<file path="src/rtl/audio_dac_serializer.sv">
// audio_dac_serializer: buffers one stereo pair, saturates it to the codec width and shifts it out as I2S slave data.
`timescale 1ns/1ps
module audio_dac_serializer #(
    parameter int SAMPLE_BITS = 24,
    parameter int SYNC_STAGES = 2
) (
    input  logic        CLOCK_50,
    input  logic        reset,
    input  logic [31:0] in_L,
    input  logic [31:0] in_R,
    input  logic        in_valid,
    output logic        in_ready,
    input  logic        AUD_BCLK,
    input  logic        AUD_DACLRCK,
    output logic        AUD_DACDAT,
    output logic        underrun,
    output logic        clip
);
    typedef enum logic [1:0] {IDLE, DELAY, SHIFT, PAD} state_t;
    localparam int CW = $clog2(SAMPLE_BITS + 1);
    localparam logic [CW-1:0] LAST = CW'(SAMPLE_BITS);
    localparam logic signed [31:0] MAX_POS = 32'sh7fffffff >>> (32 - SAMPLE_BITS);
    localparam logic signed [31:0] MAX_NEG = ~MAX_POS;

    state_t state, state_nx;
    logic [SYNC_STAGES-1:0] bclk_sync, lrck_sync;
    logic bclk_hist, lrck_hist, bclk_fall, lrck_fall, lrck_rise;
    logic full, lr_edge, shift_en, clip_l, clip_r;
    logic signed [31:0] buf_l, buf_r;
    logic [SAMPLE_BITS-1:0] shreg, right_word, prev_l, prev_r, sat_l, sat_r;
    logic [CW-1:0] bit_cnt;

    function automatic logic [SAMPLE_BITS-1:0] sat(input logic signed [31:0] v);
        return v > MAX_POS ? MAX_POS[SAMPLE_BITS-1:0] : v < MAX_NEG ? MAX_NEG[SAMPLE_BITS-1:0] : v[SAMPLE_BITS-1:0];
    endfunction

    assign in_ready = !full;
    assign sat_l    = sat(buf_l);
    assign sat_r    = sat(buf_r);
    assign clip_l   = (buf_l > MAX_POS) || (buf_l < MAX_NEG);
    assign clip_r   = (buf_r > MAX_POS) || (buf_r < MAX_NEG);
    assign lr_edge  = lrck_fall || (lrck_rise && state != IDLE);
    assign shift_en = bclk_fall && (state == DELAY || (state == SHIFT && bit_cnt != LAST));

    // Edge pulses are registered so they line up SYNC_STAGES+1 cycles after the pin edge.
    always_ff @(posedge CLOCK_50 or posedge reset) begin
        if (reset) begin
            bclk_sync <= '0;
            lrck_sync <= '0;
            bclk_hist <= 1'b0;
            lrck_hist <= 1'b0;
            bclk_fall <= 1'b0;
            lrck_fall <= 1'b0;
            lrck_rise <= 1'b0;
        end else begin
            bclk_sync <= {bclk_sync[SYNC_STAGES-2:0], AUD_BCLK};
            lrck_sync <= {lrck_sync[SYNC_STAGES-2:0], AUD_DACLRCK};
            bclk_hist <= bclk_sync[SYNC_STAGES-1];
            lrck_hist <= lrck_sync[SYNC_STAGES-1];
            bclk_fall <= bclk_hist && !bclk_sync[SYNC_STAGES-1];
            lrck_fall <= lrck_hist && !lrck_sync[SYNC_STAGES-1];
            lrck_rise <= !lrck_hist && lrck_sync[SYNC_STAGES-1];
        end
    end

    always_ff @(posedge CLOCK_50 or posedge reset) begin
        if (reset) state <= IDLE;
        else       state <= state_nx;
    end

    // An LRCK edge outranks a coincident BCLK fall: that fall only opens the delay bit.
    always_comb begin
        state_nx = state;
        if (lr_edge)        state_nx = DELAY;
        else if (bclk_fall) state_nx = state == DELAY ? SHIFT : (state == SHIFT && bit_cnt == LAST) ? PAD : state;
    end

    always_ff @(posedge CLOCK_50 or posedge reset) begin
        if (reset) begin
            full       <= 1'b0;
            buf_l      <= '0;
            buf_r      <= '0;
            shreg      <= '0;
            right_word <= '0;
            prev_l     <= '0;
            prev_r     <= '0;
            bit_cnt    <= '0;
            AUD_DACDAT <= 1'b0;
            underrun   <= 1'b0;
            clip       <= 1'b0;
        end else begin
            underrun <= 1'b0;
            clip     <= 1'b0;
            if (in_valid && !full) begin
                full  <= 1'b1;
                buf_l <= in_L;
                buf_r <= in_R;
            end
            if (lr_edge) begin
                AUD_DACDAT <= 1'b0;
                bit_cnt    <= '0;
                if (lrck_fall && full) begin
                    shreg      <= sat_l;
                    right_word <= sat_r;
                    prev_l     <= sat_l;
                    prev_r     <= sat_r;
                    full       <= 1'b0;
                    clip       <= clip_l || clip_r;
                end else if (lrck_fall) begin
                    shreg      <= prev_l;
                    right_word <= prev_r;
                    underrun   <= 1'b1;
                end else begin
                    shreg <= right_word;
                end
            end else if (shift_en) begin
                AUD_DACDAT <= shreg[SAMPLE_BITS-1];
                shreg      <= {shreg[SAMPLE_BITS-2:0], 1'b0};
                bit_cnt    <= bit_cnt + 1'b1;
            end else if (bclk_fall && state == SHIFT) begin
                AUD_DACDAT <= 1'b0;
            end
        end
    end
endmodule

</file>
<file path="config.mk">
export PLATFORM = sky130hd
export DESIGN_NAME = audio_dac_serializer
export DESIGN_NICKNAME = d
export VERILOG_FILES = /design/src/rtl/audio_dac_serializer.sv
export SDC_FILE = /design/constraint.sdc
export NUM_CORES = 1
export LEC_CHECK = 0
export BUFFER_PORTS_ARGS = -buffer_cell sky130_fd_sc_hd__buf_2
export CORE_ASPECT_RATIO = 2
export CORE_MARGIN = 2
export CORE_UTILIZATION = 50
export DETAILED_ROUTE_END_ITERATION = 8
export GPL_TIMING_DRIVEN = 0
export HOLD_SLACK_MARGIN = 0.15
export PLACE_DENSITY_LB_ADDON = 0.08
export SETUP_SLACK_MARGIN = 0.4
export SLEW_MARGIN = 20
export SYNTH_ARGS = -nofsm -noshare
export SYNTH_HDL_FRONTEND = slang
export SYNTH_SLANG_ARGS = --single-unit
</file>
<file path="constraint.sdc">
create_clock -name CLOCK_50 -period 6.8 [get_ports CLOCK_50]
set_clock_uncertainty 0.2 [all_clocks]
set_input_delay 1.36 -clock CLOCK_50 [delete_from_list [all_inputs] [get_ports CLOCK_50]]
set_output_delay 1.36 -clock CLOCK_50 [all_outputs]
set_load 0.02 [all_outputs]
</file>
=== Word level (Yosys, flattened, before mapping) ===
Index checks and enable logic that the tools add are counted.

* Add/subtract/negate cells: 1
* Multiply operators: 0
* Divide/modulo/power cells: 0
* Order comparisons: 4
* Equality and inequality tests: 4
* Shifts and indexed selects: 0
* Muxes and demuxes: 27
* Bitwise operators: 0
* Reductions and logical operators: 28

{| class="wikitable"
|+ Operators by type and width
! cell !! number
|-
| $mux 24 || 10
|-
| $gt 32x24->1 const B || 2
|-
| $lt 32x24->1 const B || 2
|-
| $mux 1 || 11
|-
| $logic_and 1x1->1 || 10
|-
| $mux 5 || 2
|-
| $mux 2 || 4
|-
| $reduce_bool 2->1 || 4
|-
| $reduce_and 2->1 || 3
|-
| $reduce_bool 3->1 || 2
|-
| $add 5x1->5 const B || 1
|-
| $eq 5x5->1 const B || 1
|-
| $logic_or 1x1->1 || 5
|-
| $ne 5x5->1 const B || 1
|-
| $logic_not 1->1 || 4
|-
| $eq 2x1->1 const B || 1
|-
| $eq 2x2->1 const B || 1
|}

* Flip-flop bits (word level): 180
* Latch bits: 0
* Memory bits (writable): 0
* Bits in read-only memories: 0
* Input bits: 69
* Output and inout port bits: 4
* Logic and storage cells: 83
* Memories: 0

=== Depth between registers and ports, before layout ===
* Word-level depth: 6
* Gate-level depth with buffers: 9
* Mapped depth without buffers: 6

=== Worst setup path before layout ===
OpenSTA, ideal clock, no wires.

* Path type: input-to-reg
* Start point: in in_valid
* End point: reg buf_l[0]
* Library setup time: 125 ps
* Arrival: 2243 ps
* Data required time: 6475 ps
* Setup slack: 4232 ps
* Cell stages on the path: 4
* Path buffers: 2
* Cells stage by stage: nor2b_1 > buf_2 > buf_2 > mux2_2

* Longest elaborated chain between the ends: 1

{| class="wikitable"
|+ RTL lines
! item !! RTL line !! source
|-
| from (decl) || 11 || <nowiki>input logic in_valid,</nowiki>
|-
| $logic_and 1x1->1 || 94 || <nowiki>if (in_valid && !full) begin</nowiki>
|-
| to (signal assigned) || 96 || <nowiki>buf_l <= in_L;</nowiki>
|-
| to (decl) || 29 || <nowiki>logic signed [31:0] buf_l, buf_r;</nowiki>
|}

No other way between the ends.
A chain may end at the register's enable or synchronous reset.

=== Worst setup path after layout ===
* Start point: reg full
* End point: out in_ready

* Longest elaborated chain between the ends: 1

{| class="wikitable"
|+ RTL lines
! item !! RTL line !! source
|-
| from (decl) || 28 || <nowiki>logic full, lr_edge, shift_en, clip_l, clip_r;</nowiki>
|-
| from (signal assigned) || 80 || <nowiki>full <= 1'b0;</nowiki>
|-
| from (signal assigned) || 95 || <nowiki>full <= 1'b1;</nowiki>
|-
| from (signal assigned) || 107 || <nowiki>full <= 1'b0;</nowiki>
|-
| $logic_not 1->1 || 37 || <nowiki>assign in_ready = !full;</nowiki>
|-
| to (decl) || 12 || <nowiki>output logic in_ready,</nowiki>
|}

No other way between the ends.

==> metrics.md <==
| Metric | Value |
|---|---|
| Seq/Total Area, Yosys | `59.4%` |
| Synthesized net count | `721` |
| Slew Viols, Final | `0` |
| Area Overhead vs Synth | `17.4%` |
| Max Clk Rate | `351 MHz` |
| RSZ-0062 raised after global routing | `no` |
| Core area | `14800 µm²` |
| Die area | `16200 µm²` |
| Commonest cells after routing, fill and taps aside | `dfrtp_1 (180), buf_2 (85), nor2_1 (73), mux2_2 (64), nand2_1 (58)` |
| WP data arrival | `1290 ps` |
| Startpoint Class | `register` |
| CP delay by family, top | `buffers and inverters` |
| Nets | `818` |
| DRC viols | `0` |
| Final Setup Violations | `0` |
| Initial core utilization | `51.1%` |
| Synth top area share | `59.4%` |
| Vias in the first global route | `5741` |
| Maximum fanout along the worst path | `10` |
| First-pass GRT wire length | `30.4 mm` |
| Fin crit share | `41.9%` |
| Worst skew pair latency | `440 ps` |
| Hold depth | `0` |
| Die Span X | `91.0 µm` |
| Via count | `5542` |
| Final Hold Viols | `0` |
| FP Rows | `63` |
| Most common cell after layout, fill and taps aside | `dfrtp_1` |
| # placed instances | `923` |
| Clk sink count | `180` |
| RR Endpoint | `right_word[7]` |
| #FFs+latches synth | `180` |
| Worst hold start | `lrck_sync[0]` |
| Pleak | `3.79 nW` |
| Post-Syn Area per Cell | `11.7 µm²` |
| Reg clk slew, reported paths | `70 ps` |
| DR iter-0 viols | `336` |
| Tot GR Track Use | `24.8%` |
| Largest net degree at the start of global routing | `38` |
| Antenna Nets Post-Route | `0` |
| Top-level I/O count | `73` |
| Yosys Warn Count | `0` |
| CP max stage delay | `340 ps` |
| R2r setup slk | `4410 ps` |
| GR Overflow Total | `0` |
| Worst r2r src | `lrck_fall` |
| WL per Instance | `19.8 µm` |
| Placer Congestion | `0.878` |
| Mapped Area | `7580 µm²` |
| Post-CTS Setup Bufs | `0` |
| Multi-input gate area | `2810 µm²` |
| Cell depth of the worst flop-to-flop path | `5` |
| Min Clock Period, post-route | `2850 ps` |
| Least-Margin Pin Slew | `698 ps` |
| CP max-delay cell | `dfrtp_1` |
| Status | `finished, final reports clean` |
| I/O Buffers | `72` |
| Clock Path Buffers | `2` |
| Layout cells sized above 1 | `26.4%` |
| Cell taking the most area after synthesis | `dfrtp_1` |
| Resized cells post-CTS | `0` |
| CP cell instances | `buf_2, inv_1, buf_2` |
| Hold Buf Count CTS | `0` |
| # Max-Cap Violations | `0` |
| Vert. Die Dim | `178 µm` |
| Crit path required time | `5240 ps` |
| Register area | `4500 µm²` |
| DR pass1 iterations | `6` |
| H-tree depth | `4` |
| Clk Tree Root Cell | `clkbuf_16` |
| Hold path endpoint | `lrck_sync[1]` |
| Num CTS Buffers | `17` |
| CP endpoint kind | `output pin` |
| Detailed placement HPWL | `14.0 mm` |
| Hold Path Class | `reg2reg` |
| Cells after Synth | `650` |
| Fillers | `1330` |
| Critical path class | `reg2out` |
| WP buf/inv | `3` |
| Total negative slack | `0 ps` |
| Area contributors post-synth | `dfrtp_1 (59%), mux2_2 (9.5%), a221oi_1 (3.8%), nor2_1 (3.6%), nand2_1 (2.9%)` |
| Initial antenna violation count | `0` |
| Post-Route WL | `18.9 mm` |
| Post-Layout Cell Count | `955` |
| Worst Setup SP | `full` |
| Peak VDD IR | `0.208 mV` |
| Ant. Diodes | `0` |
| Via/cell ratio | `5.80` |
| CTS tree | `yes` |
| Post-synthesis cell type count | `38` |
| Most Frequent Cell on Critical Path | `buf_2` |
| Slew Limit Headroom | `53.5%` |
| Power density over the cells | `379 nW/µm²` |
## area by class of cell
type / count / share of cell area, %
Buffer: 53 / 2.72
Clock buffer: 18 / 4.83
Clock inverter: 14 / 1.60
Inverter: 6 / 0.295
Multi-Input combinational cell: 411 / 31.6
Sequential cell: 180 / 50.7
Tap cell: 195 / 2.74
Timing Repair Buffer: 78 / 5.57
## cell families (layout without fill, tap and decap cells)
kind of cell             after synthesis  after routing  synth area share, %
AO/OA/AOI/OAI                        162            162                 16.5
XOR/XNOR                               1              1                0.116
flip-flops                           180            180                 59.4
AND/OR/NAND/NOR                      177            177                 9.97
multiplexers                          69             69                 10.2
adder cells (fa/ha/maj)                2              2                0.330
buffers and inverters                 59            169                 3.48
## registers in the layout, summed over array words and instances (netlist names)
signal	count
state	2
right_word	24
lrck_hist	1
buf_r	32
bclk_sync	2
lrck_fall	1
bclk_fall	1
clip	1
buf_l	32
AUD_DACDAT	1
full	1
lrck_sync	2
bit_cnt	5
prev_r	24
lrck_rise	1
bclk_hist	1
shreg	24
prev_l	24
underrun	1
## stage by stage
| stage | worst slack (ps) | hold WS (ps) | utilization (%) | instance area [µm²] | total power (W) |
|---|---|---|---|---|---|
| 2_1_floorplan | 2930 | 131 | - | 7580 | 0.00218 |
| 3_3_place_gp | 2060 | 145 | 55.2 | 8190 | 0.00239 |
| 3_5_place_dp | 3850 | 148 | 56.1 | 8320 | 0.00245 |
| 4_1_cts | 3940 | 168 | 60.0 | 8890 | 0.00339 |
| 5_1_grt | 3900 | 176 | 60.0 | 8890 | 0.00356 |
| 6_report | 3950 | 160 | 60.0 | 8890 | 0.00337 |
## worst max path at each step
stage	endpoint	slack (ps)	cells after the start
2_1_floorplan	AUD_DACDAT	2930	1
3_3_place_gp	buf_l[8]	2060	2
3_5_place_dp	buf_l[6]	3850	5
4_1_cts	in_ready	3940	3
5_1_grt	in_ready	3900	3
6_report	in_ready	3950	3
## cells in the mapped netlist
master     instances
nand2_1           58
mux2i_1            5
a21o_1             2
o21ai_0           30
buf_1              6
nor2_1            73
a31oi_1            2
nor3_1            20
a21oi_1           10
inv_1              6
a211oi_1          23
dfrtp_1          180
a22oi_1            2
or3_1              3
or2_2              1
o21bai_1           1
o21ai_1            2
buf_8              1
nor3b_1            1
and4b_1            1
nor2_2             1
a221oi_1          33
o21a_1             1
o211ai_1          23
nand3_1            3
a22o_1             1
buf_2             13
clkbuf_1          31
o32a_1             1
o2bb2ai_1         22
nor2b_1            8
nor4_1             4
nand4_1            4
buf_6              2
ha_1               2
mux2_2            64
a221oi_2           9
xnor2_1            1
## power by group
part,internal [W],switching [W],total (W)
sequential,0.00145,0.000252,0.00170
combinational,0.000337,0.000394,0.000732
clock,0.000486,0.000453,0.000939
## layer usage
metal	GRT usage [%]	up-vias	part of all wire, %
met5	0	-	0
met4	12.9	0	4.0
met3	3.59	34	3.3
met2	44.2	129	55
met1	28.8	2809	38
li1	-	2570	-
## worst reg2reg max path: cells and delay by family (launching register included)
| kind | cells | cell delay [ps] |
|---|---|---|
| buffers and inverters | 4 | 1460 |
| AO/OA/AOI/OAI | 1 | 200 |
| flip-flops | 1 | 450 |
Note: power is estimated with default switching activity, not from simulation.
